[src/rtl/led_pkg.sv]
`default_nettype none
// ============================================================================
// Module      : led_pkg
// Description : Constants and FSM state type shared by the LED display
//               controller, its DAI serializer and any frame source.
// Revision    : 1.0 - initial release
// ============================================================================
package led_pkg;

  localparam int LED_PIX_W     = 16;
  localparam int LED_FRAME_PIX = 512;
  localparam int LED_SL_PIX    = 16;
  localparam int LED_SL_NUM    = 32;

  typedef enum logic [1:0] {
    ST_IDLE  = 2'd0,
    ST_SHIFT = 2'd1,
    ST_GAP   = 2'd2
  } led_state_t;

endpackage : led_pkg
`default_nettype wire

[src/rtl/led_dai_serializer.sv]
`default_nettype none
// ============================================================================
// Module      : led_dai_serializer
// Description : Serialises 16-bit pixel words LSB-first onto DAI/DEN with a
//               DEN-low gap between pixels, tracking frame position.
// Revision    : 1.0 - initial release
// ============================================================================
module led_dai_serializer
  import led_pkg::*;
#(
  parameter int PIX_W     = LED_PIX_W,
  parameter int FRAME_PIX = LED_FRAME_PIX,
  parameter int GAP       = 1
) (
  input  logic             DCK,
  input  logic             rst_n,
  input  logic [PIX_W-1:0] pix_data,
  input  logic             pix_valid,
  input  logic             pix_last,
  output logic             pix_ready,
  output logic             DAI,
  output logic             DEN,
  output logic [8:0]       pix_cnt,
  output logic             frame_done,
  output logic             frame_err
);

  localparam logic [3:0] c_last_bit = 4'(PIX_W - 1);
  localparam logic [3:0] c_gap_last = 4'(GAP - 1);
  localparam logic [8:0] c_last_pix = 9'(FRAME_PIX - 1);

  led_state_t       r_state;
  logic [PIX_W-1:0] r_shift;
  logic [3:0]       r_bit_cnt;
  logic [3:0]       r_gap_cnt;

  logic w_ready;
  logic w_accept;
  logic w_at_last_pix;

  assign w_ready       = (r_state == ST_IDLE) ||
                         ((r_state == ST_GAP) && (r_gap_cnt == c_gap_last));
  assign w_accept      = pix_valid && w_ready;
  assign w_at_last_pix = (pix_cnt == c_last_pix);
  assign pix_ready     = w_ready;

  always_ff @(posedge DCK or negedge rst_n) begin
    if (!rst_n) begin
      r_state    <= ST_IDLE;
      r_shift    <= '0;
      r_bit_cnt  <= 4'd0;
      r_gap_cnt  <= 4'd0;
      DAI        <= 1'b0;
      DEN        <= 1'b0;
      pix_cnt    <= 9'd0;
      frame_done <= 1'b0;
      frame_err  <= 1'b0;
    end else begin
      frame_done <= 1'b0;

      // A pixel's pix_last must agree with its frame slot; mismatch is only flagged.
      if (w_accept && (pix_last != w_at_last_pix)) begin
        frame_err <= 1'b1;
      end

      if (w_accept) begin
        r_state   <= ST_SHIFT;
        r_shift   <= pix_data;
        r_bit_cnt <= 4'd0;
        DEN       <= 1'b1;
        DAI       <= pix_data[0];
      end else begin
        case (r_state)
          ST_SHIFT: begin
            if (r_bit_cnt == c_last_bit) begin
              r_state    <= ST_GAP;
              r_gap_cnt  <= 4'd0;
              DEN        <= 1'b0;
              DAI        <= 1'b0;
              pix_cnt    <= w_at_last_pix ? 9'd0 : pix_cnt + 9'd1;
              frame_done <= w_at_last_pix;
            end else begin
              r_shift   <= r_shift >> 1;
              DAI       <= r_shift[1];
              r_bit_cnt <= r_bit_cnt + 4'd1;
            end
          end
          ST_GAP: begin
            if (r_gap_cnt == c_gap_last) begin
              r_state <= ST_IDLE;
            end else begin
              r_gap_cnt <= r_gap_cnt + 4'd1;
            end
          end
          default: r_state <= ST_IDLE;
        endcase
      end
    end
  end

endmodule : led_dai_serializer
`default_nettype wire

[config.mk]
export PLATFORM = sky130hd
export DESIGN_NAME = led_dai_serializer
export DESIGN_NICKNAME = d
export VERILOG_FILES = /design/src/rtl/led_pkg.sv /design/src/rtl/led_dai_serializer.sv
export SDC_FILE = /design/constraint.sdc
export NUM_CORES = 1
export LEC_CHECK = 0
export BUFFER_PORTS_ARGS = -buffer_cell sky130_fd_sc_hd__buf_2
export CAP_MARGIN = 20
export CELL_PAD_IN_SITES_DETAIL_PLACEMENT = 0
export CELL_PAD_IN_SITES_GLOBAL_PLACEMENT = 1
export CORE_UTILIZATION = 46
export DETAILED_ROUTE_END_ITERATION = 7
export PLACE_DENSITY = 0.81
export SYNTH_ARGS = -nofsm -noshare
export SYNTH_HDL_FRONTEND = slang
export SYNTH_SLANG_ARGS = --single-unit
[constraint.sdc]
create_clock -name DCK -period 4.5 [get_ports DCK]
set_input_delay 0.9 -clock DCK [delete_from_list [all_inputs] [get_ports DCK]]
set_output_delay 0.9 -clock DCK [all_outputs]
set_load 0.05 [all_outputs]
After elaboration in Yosys (flattened, before gate mapping)
Index checks and enable logic that the tools add are counted.

Add/subtract/negate cells: 3. Equality and inequality tests: 10. Multiplexer cells: 23. Bitwise operators: 1. Reduce and logical (&&, ||, !) cells: 14.

Operators by type and width (count): 16-bit two-way mux (3); 4-bit two-way mux (5); 9-bit by 1-bit adder with 9-bit output (second input constant) (1); 9-bit == test (second input constant) (1); 1-bit two-way mux (9); 9-bit two-way mux (1); 4-bit by 1-bit adder with 4-bit output (second input constant) (2); 4-bit one-hot mux with 2 select lines (1); 2-bit two-way mux (3); 2-bit inequality test (second input constant) (3); 2-bit AND reduction (3); 2-bit nonzero test (3); 4-bit == test (second input constant) (1); 4-bit logical NOT (1); 2-bit one-hot mux with 2 select lines (1); 4-bit AND reduction (1); 1-bit logical AND (3); 3-bit by 2-bit inequality test with 1-bit output (second input constant) (1); 3-bit inequality test (second input constant) (1); 3-bit AND reduction (1); 2-bit by 1-bit == test with 1-bit output (second input constant) (1); 2-bit == test (second input constant) (1); 2-bit logical NOT (1); 1-bit logical OR (1); other kinds (2) (2).

Register bits after elaboration: 39. Bits of input ports: 20. Logic and storage cells: 60.

Logic depth before layout (Yosys ltp)
Gate-level depths: netlist of run 1.

Word-level depth: 6. Gate-level depth with buffers: 9.

Worst setup path after synthesis of run 1
OpenSTA, ideal clock, no wires.

Kind: register to register. Start point: reg pix_cnt[0]. End point: reg pix_cnt[0]. Library setup time: 149 ps. Arrival: 2047 ps. Setup slack: 2304 ps. Cell stages (with the launch flop): 10. Path buffers: 1. Clock period less this slack: 2196 ps. Cells stage by stage: dfrtp_1 > ha_1 > and3_1 > nand3_1 > nor2_1 > ha_1 > clkbuf_1 > inv_1 > nand3_4 > o21ai_0.

Cells in the longest elaborated chain, start to end: 2. Elaborated cells between the ends (all ways): 3.

Ends and longest elaborated chain: start, declared (line led_dai_serializer.sv:23) `output logic [8:0] pix_cnt,`; start signal, assigned (line led_dai_serializer.sv:80) `pix_cnt <= w_at_last_pix ? 9'd0 : pix_cnt + 9'd1;`; 9-bit by 1-bit adder with 9-bit output or 9-bit == test (tied branches) (line led_dai_serializer.sv:80, led_dai_serializer.sv:44); 9-bit two-way mux * (line led_dai_serializer.sv:80).

Mark *: on every way between the ends. The rest lies on a longest branch, timed or not. A chain may end at the register's enable or synchronous reset.

Worst setup path in the final report of run 1
Start point: reg r_state[0]. End point: out pix_ready.

Cells in the longest elaborated chain, start to end: 3. Elaborated cells between the ends (all ways): 4.

Ends and longest elaborated chain: start, declared (line led_dai_serializer.sv:32) `led_state_t r_state;`; start signal, assigned (line led_dai_serializer.sv:49) `r_state <= ST_IDLE;`; start signal, assigned (line led_dai_serializer.sv:67) `r_state <= ST_SHIFT;`; start signal, assigned (line led_dai_serializer.sv:76) `r_state <= ST_GAP;`; 2-bit == test (line led_dai_serializer.sv:42) `((r_state == ST_GAP) && (r_gap_cnt == c_gap_last));`; 1-bit logical AND (line led_dai_serializer.sv:42); 1-bit logical OR * (line led_dai_serializer.sv:41) `assign w_ready = (r_state == ST_IDLE) ||`; end, declared (line led_dai_serializer.sv:20) `output logic pix_ready,`.

Marked as above.

==> reports/summary.txt, run 1 <==
Final hold violation count = 0
Yosys Warn Count = 0
Switching Share = 35.9%
Clock network latency to the later pin of the worst-skew pair = 0.28 ns
Vias in the first global route = 1456
Ant diodes = 0
Tmin final = 2.71 ns
Clock sinks = 38
Status = finished clean
Core area = 4090 sq um
Reg2Reg Launch Point = r_state[0]
Die area = 4580 sq um
Synthesized instance count = 193
Setup Viol. Count Final = 0
Crit path depth = 5
GRT overflow = 0
GRT Overall Usage = 18.8%
Chip height = 67.7 um
DR iter-0 viols = 94
Initial Util = 48.6%
Critical Path End Type = output pin
Final Cycle Share = 60.2%
Top_reg_cell synth = dfrtp_1
Area grow syn2layout = 13.2%
Commonest non-fill, non-tap cell in the layout = dfrtp_1
CP top delay family = simple AND/OR/NAND/NOR gates
Max Buffers Root-to-Sink = 2
CP Max Fanout = 8
Number of buffers created by CTS = 5
FP Rows = 23
Worst path buffer plus inverter count = 2
Routed length per instance = 13.7 um
Synth top area share = 47.9%
CP Launch Type = flip-flop
Yosys reg bits = 38
Cell Area, Placed = 2170 sq um
Routability Congestion = 0.916
Largest net degree at the start of global routing = 39
Clock network power share = 20.2%
Crit-path max cell delay = 0.37 ns
Synth Net Count = 221
Routed vias/inst = 5.58
Slowest CP cell = dfrtp_1
First-pass GRT wire length = 6.41 mm
Hold Crit Class = reg -> reg
Post-synth ARST share = 100%
Final instance area = 2250 sq um
Initial antenna violation count = 0
Setup Skew = 0.00408 ns
Pre-antenna DRT Iters = 5
Relative slew slack = 41.0%
Top post-synthesis cells by area = dfrtp_1 48%, mux2i_1 7.1%, a21oi_1 5.0%
Hold slack final = 0.470 ns
Sequential power share = 44.5%
NetSw = 0.000387 W
Layout cells sized above 1 = 21.6%
Filler cell count = 384
Seq/Total Area, Yosys = 47.9%
Layout Nets = 255
DRC viols = 0
Comb pwr share = 35.3%
Worst Path Required = 3.60 ns
EDFF count, synth = 0
RSZ-0062 raised after global routing = no
Final cell count without fillers = 277
H-tree Lvls = 2
Maxcap violations = 0
CTS Root Cell = clkbuf_8
Inst Count DP = 270
Internal = 0.000690 W
Width of the die = 67.7 um
Setup crit end = pix_ready
P_leak = 1.07 nW
Max Slew Vio Count = 0
Reg-to-reg setup timing slack = 2.24 ns
Commonest non-fill, non-tap cells in the layout = 38 x dfrtp_1, 33 x buf_2, 24 x nor2_1, 20 x a21oi_1, 14 x mux2i_1
Register-to-Register Path Depth = 6
Worst-path cell chain = inv_1, ha_1, and4bb_1, or2_2, buf_2
Unique masters post-synth = 43
Average size of a mapped cell = 10.3 sq um
Post-Syn Area = 1990 sq um
Clock transition at path regs = 0.07 ns
Post-cts hold buffer count = 0
Max Clock Freq = 369 MHz
Vias = 1545
DRT Wirelength = 3.80 mm
Antenna Nets Post-Route = 0
CTS tree = built
I/O pins = 34
Peak supply drop = 0.299 mV
Setup_tns = 0 ns
FF-to-FF End = pix_cnt[4]
PD cells = 479 nW/um^2
CP Data Arrival Time = 1.81 ns
Dpl hpwl = 2.73 mm
Postcts setup bufs = 0
Crit Path Class = reg -> out
Post-CTS sizing = 0
Port Buffers = 33
Worst slew pin tran = 0.882 ns
Crit path from = r_state[0]
Power Total = 0.00108 W
Leading area contributor after synthesis = dfrtp_1
## power groups by stage
stage	logic, W	registers, W	clock network [W]
2_1_floorplan	0.000308	0.000488	0
3_3_place_gp	0.000369	0.000480	0
3_5_place_dp	0.000384	0.000486	0
4_1_cts	0.000385	0.000479	0.000227
5_1_grt	0.000428	0.000491	0.000238
6_report	0.000380	0.000478	0.000218
## kinds of logic after synthesis
logic type,after synthesis,share of synthesized area [%]
simple gates,63,16.8
compound gates,50,17.1
flops,38,47.9
buf+inv,15,3.84
mux,15,7.62
fa+ha+maj,8,5.04
xor+xnor,4,1.76
## sequential cells by signal, indices dropped and copies added, names as in the netlist
| signal | cells |
|---|---|
| pix_cnt | 9 |
| r_bit_cnt | 4 |
| DEN | 1 |
| frame_done | 1 |
| r_gap_cnt | 4 |
| r_shift | 15 |
| r_state | 2 |
| DAI | 1 |
| frame_err | 1 |
## stage by stage
step,setup WS [ns],utilization [%]
detailed placement,2.11,53.1
floorplan,2.30,-
global route,1.70,55.0
global placement,2.18,53.1
finish,1.79,55.0
CTS,1.79,55.0
## how the worst min path moves through the flow
stage,start,to,cells past startpoint
3_3_place_gp,frame_err,frame_err,1
3_5_place_dp,frame_err,frame_err,1
6_report,frame_err,frame_err,1
2_1_floorplan,r_shift[15],r_shift[15],2
4_1_cts,frame_err,frame_err,1
5_1_grt,frame_err,frame_err,1
## layer usage
layer | track usage [%] | vias to the layer above | part of all wire, %
met4 | 4.79 | 0 | 0.50
met2 | 31.8 | 50 | 48
li1 | - | 748 | -
met5 | 0 | - | 0
met1 | 23.2 | 745 | 46
met3 | 5.74 | 2 | 5.5
## area by class of cell
type                    count  area (sq um)  area share, %
multi-input cells         140           958           42.7
clock buffers               7          76.3           3.40
flip-flops and latches     38           951           42.3
inverters                   9          33.8           1.50
repair buffers             33           165           7.35
well taps                  50          62.6           2.78
## cell usage after synthesis, types with 3 or more instances
cell type	instances
a21oi_1	20
and3_1	4
buf_4	3
dfrtp_1	38
ha_1	8
inv_1	9
mux2i_1	14
nand2_1	12
nand3_1	9
nor2_1	24
o21ai_0	10
o21ai_1	4
o31ai_1	4
Note: power is estimated with default switching activity, not from simulation.
==> run 2, diff against run 1 <==
--- a/config.mk
+++ b/config.mk
@@ -5,13 +5,14 @@
 export SDC_FILE = /design/constraint.sdc
 export NUM_CORES = 1
 export LEC_CHECK = 0
+export ABC_AREA = 1
 export BUFFER_PORTS_ARGS = -buffer_cell sky130_fd_sc_hd__buf_2
 export CAP_MARGIN = 20
 export CELL_PAD_IN_SITES_DETAIL_PLACEMENT = 0
 export CELL_PAD_IN_SITES_GLOBAL_PLACEMENT = 1
-export CORE_UTILIZATION = 46
+export CORE_UTILIZATION = 37
 export DETAILED_ROUTE_END_ITERATION = 7
-export PLACE_DENSITY = 0.81
+export PLACE_DENSITY = 0.73
 export SYNTH_ARGS = -nofsm -noshare
 export SYNTH_HDL_FRONTEND = slang
 export SYNTH_SLANG_ARGS = --single-unit
==> constraint.sdc (replaced) <==
create_clock -name DCK -period 2.3 [get_ports DCK]
set_input_delay 0.46 -clock DCK [delete_from_list [all_inputs] [get_ports DCK]]
set_output_delay 0.46 -clock DCK [all_outputs]
set_load 0.05 [all_outputs]
==> run 2 against run 1 <==
Compared with the run above:
- critical path depth unchanged
- worst hold slack got worse by 0.31 ns
- first-iteration DRC count decreased by 21%
- area after synthesis rose by 0.76%
- die area rose by 24%
- worst setup slack worse by 1.5 ns
- highest routed layer unchanged
- clock power rose by 120%
- sequential share of layout area fell by 0.99 points
- clock skew up 0.00059 ns
- flip-flop and latch count did not move
==> reports/summary.txt, run 2 <==
Register area = 951 sq um (unchanged)
Routed vias/inst = 4.75 (-15%)
P_leak = 1.13 nW (+5.7%)
Setup Skew = 0.00467 ns (+0.000593 ns)
Leading area contributor after synthesis = dfrtp_1
Max Clock Freq = 504 MHz
CP Data Arrival Time = 1.53 ns (-0.28 ns)
Commonest non-fill, non-tap cell in the layout = nand2_1
FP Rows = 26 (+13%)
Clock network latency to the later pin of the worst-skew pair = 0.29 ns (about the same)
Reg2Reg Launch Point = r_state[0]
Hold Crit Class = in -> async
Final cell count without fillers = 343 (+24%)
Chip height = 75.5 um (+12%)
Slowest CP cell = dfrtp_1
Synth Net Count = 266 (+20%)
Most frequent cells after synthesis = 66 x nand2_1, 57 x nand3_1, 38 x dfrtp_1
Layout cells sized above 1 = 20.1% (-1.4 points)
Worst slew pin tran = 0.553 ns (-0.329 ns)
GRT Overall Usage = 15.0% (-3.9 points)
I/O pins = 34 (unchanged)
Crit path from = r_state[0]
Crit Path Class = reg -> out
Routed length per instance = 10.9 um (-20%)
Layout Nets = 300 (+18%)
Unique masters post-synth = 25 (-42%)
Pre-antenna DRT Iters = 4 (-1)
Tmin final = 1.99 ns
H-tree Lvls = 2 (unchanged)
Status = finished clean
Antenna Nets Post-Route = 0 (unchanged)
Synthesized instance count = 238 (+23%)
Clock sinks = 38 (unchanged)
CTS Root Cell = clkbuf_8
Peak supply drop = 0.331 mV (+11%)
Width of the die = 75.5 um (+12%)
CP Max Fanout = 6 (-2)
Final hold violation count = 0 (unchanged)
Seq/Total Area, Yosys = 47.5% (-0.36 points)
GRT overflow = 0 (unchanged)
RSZ-0062 raised after global routing = no
CTS tree = built
Post-cts hold buffer count = 0 (unchanged)
Critical Path End Type = output pin
Crit-path max cell delay = 0.40 ns (+0.03 ns)
DR iter-0 viols = 74 (-21%)
Post-Syn Area = 2000 sq um (+0.76%)
Die area = 5710 sq um (+24%)
Layout Utilization = 44.5% (-11 points)
Relative slew slack = 63.1% (+22 points)
Biggest regs = r_shift: 15 flops, pix_cnt: 9 flops
Max Slew Vio Count = 0 (unchanged)
Vias = 1629 (+5.4%)
Postcts setup bufs = 0 (unchanged)
DRT Wirelength = 3.74 mm (-1.5%)
Post-synth ARST share = 100% (unchanged)
Number of buffers created by CTS = 5 (unchanged)
Yosys Warn Count = 0 (unchanged)
Worst-path cell chain = inv_1, ha_1, nand3_2, nand2_2, buf_2
Setup Viol. Count Final = 0 (unchanged)
Filler cell count = 554 (+44%)
Routability Congestion = 0.724 (-21%)
DRC viols = 0 (unchanged)
Inst Count DP = 335 (+24%)
Core area = 5170 sq um (+27%)
Vias in the first global route = 1473 (+1.2%)
Clock transition at path regs = 0.07 ns (about the same)
Most frequent cell after synthesis = nand2_1
EDFF count, synth = 0 (unchanged)
Dpl hpwl = 2.61 mm (-4.6%)
Hold slack final = 0.155 ns (-0.315 ns)
Top post-synthesis cells by area = dfrtp_1 48%, nand3_1 14%, nand2_1 12%
Initial Util = 38.7% (-9.9 points)
Ant diodes = 0 (unchanged)
Average size of a mapped cell = 8.41 sq um (-18%)
Top_reg_cell synth = dfrtp_1
Maxcap violations = 0 (unchanged)
Setup_tns = 0 ns (unchanged)
Max reg flops = 15 (unchanged)
Area of the multi-input gates = 933 sq um (-2.6%)
Register with the most flip-flops = r_shift
Largest net degree at the start of global routing = 43 (+10%)
Synth top area share = 47.5% (-0.36 points)
Port Buffers = 33 (unchanged)
Area grow syn2layout = 15.0%
First-pass GRT wire length = 6.35 mm (-0.97%)
Initial antenna violation count = 0 (unchanged)
Final Cycle Share = 86.3%
PD cells = 737 nW/um^2 (+54%)
Commonest non-fill, non-tap cells in the layout = 66 x nand2_1, 57 x nand3_1, 38 x dfrtp_1, 33 x buf_2, 12 x inv_1
Post-CTS sizing = 0 (unchanged)
CP Launch Type = flip-flop
Max Buffers Root-to-Sink = 2 (unchanged)
Worst Path Required = 1.84 ns (-1.76 ns)
Yosys reg bits = 38 (unchanged)
[run 2: cell families after synthesis]
kind of cell | count (synthesis) | synth area share (%)
compound gates | 17 | 4.75
buf+inv | 22 | 5.82
xor+xnor | 6 | 2.63
simple gates | 147 | 34.3
flops | 38 | 47.5
fa+ha+maj | 8 | 5.00
[run 2: area by class of cell]
cell class | instances | area share [%]
flip-flops and latches | 38 | 41.3
multi-input cells | 178 | 40.6
repair buffers | 35 | 7.83
well taps | 70 | 3.81
clock buffers | 7 | 3.75
inverters | 14 | 2.50
clock inverters | 1 | 0.218
[run 2: per-stage QoR]
stage          power (W)  setup slack, ns  cell area [sq um]
6_report         0.00170            0.315               2300
5_1_grt          0.00180            0.221               2300
4_1_cts          0.00172            0.291               2300
3_5_place_dp     0.00125            0.548               2210
3_3_place_gp     0.00124            0.570               2210
2_1_floorplan    0.00116            0.540               2000
[run 2: power by group]
part           internal (W)  switching [W]  leakage [nW]
sequential         0.000785      0.0000702         0.493
clock              0.000242       0.000229        0.0482
combinational      0.000126       0.000243         0.592
total               0.00115       0.000542          1.13
[run 2: worst max-delay path, delay by kind of cell (launching register included)]
kind                       cells  cell delay, ns
adders and majority gates      1            0.27
buffers and inverters          2            0.35
DFF                            1            0.40
and+or+nand+nor                2            0.22
[run 2: final timing paths]
path                                 to  slack [ns]  cells after the start
max                           pix_ready        0.31                      5
min                        r_gap_cnt[2]        0.15                      1
max reg2reg                 r_shift[12]        0.56                      8
min reg2reg                   frame_err        0.48                      1
max in group asynchronous  r_bit_cnt[2]        1.62                      2
min in group DCK            r_shift[15]        0.38                      3
[run 2: routing by layer]
| metal | vias to the layer above | global-route usage (%) | wire, um |
|---|---|---|---|
| met1 | 746 | 18.2 | 1800 |
| li1 | 850 | - | - |
| met2 | 26 | 25.6 | 1740 |
| met4 | 0 | 5.56 | 60 |
| met3 | 7 | 3.97 | 138 |
| met5 | - | 0 | 0 |
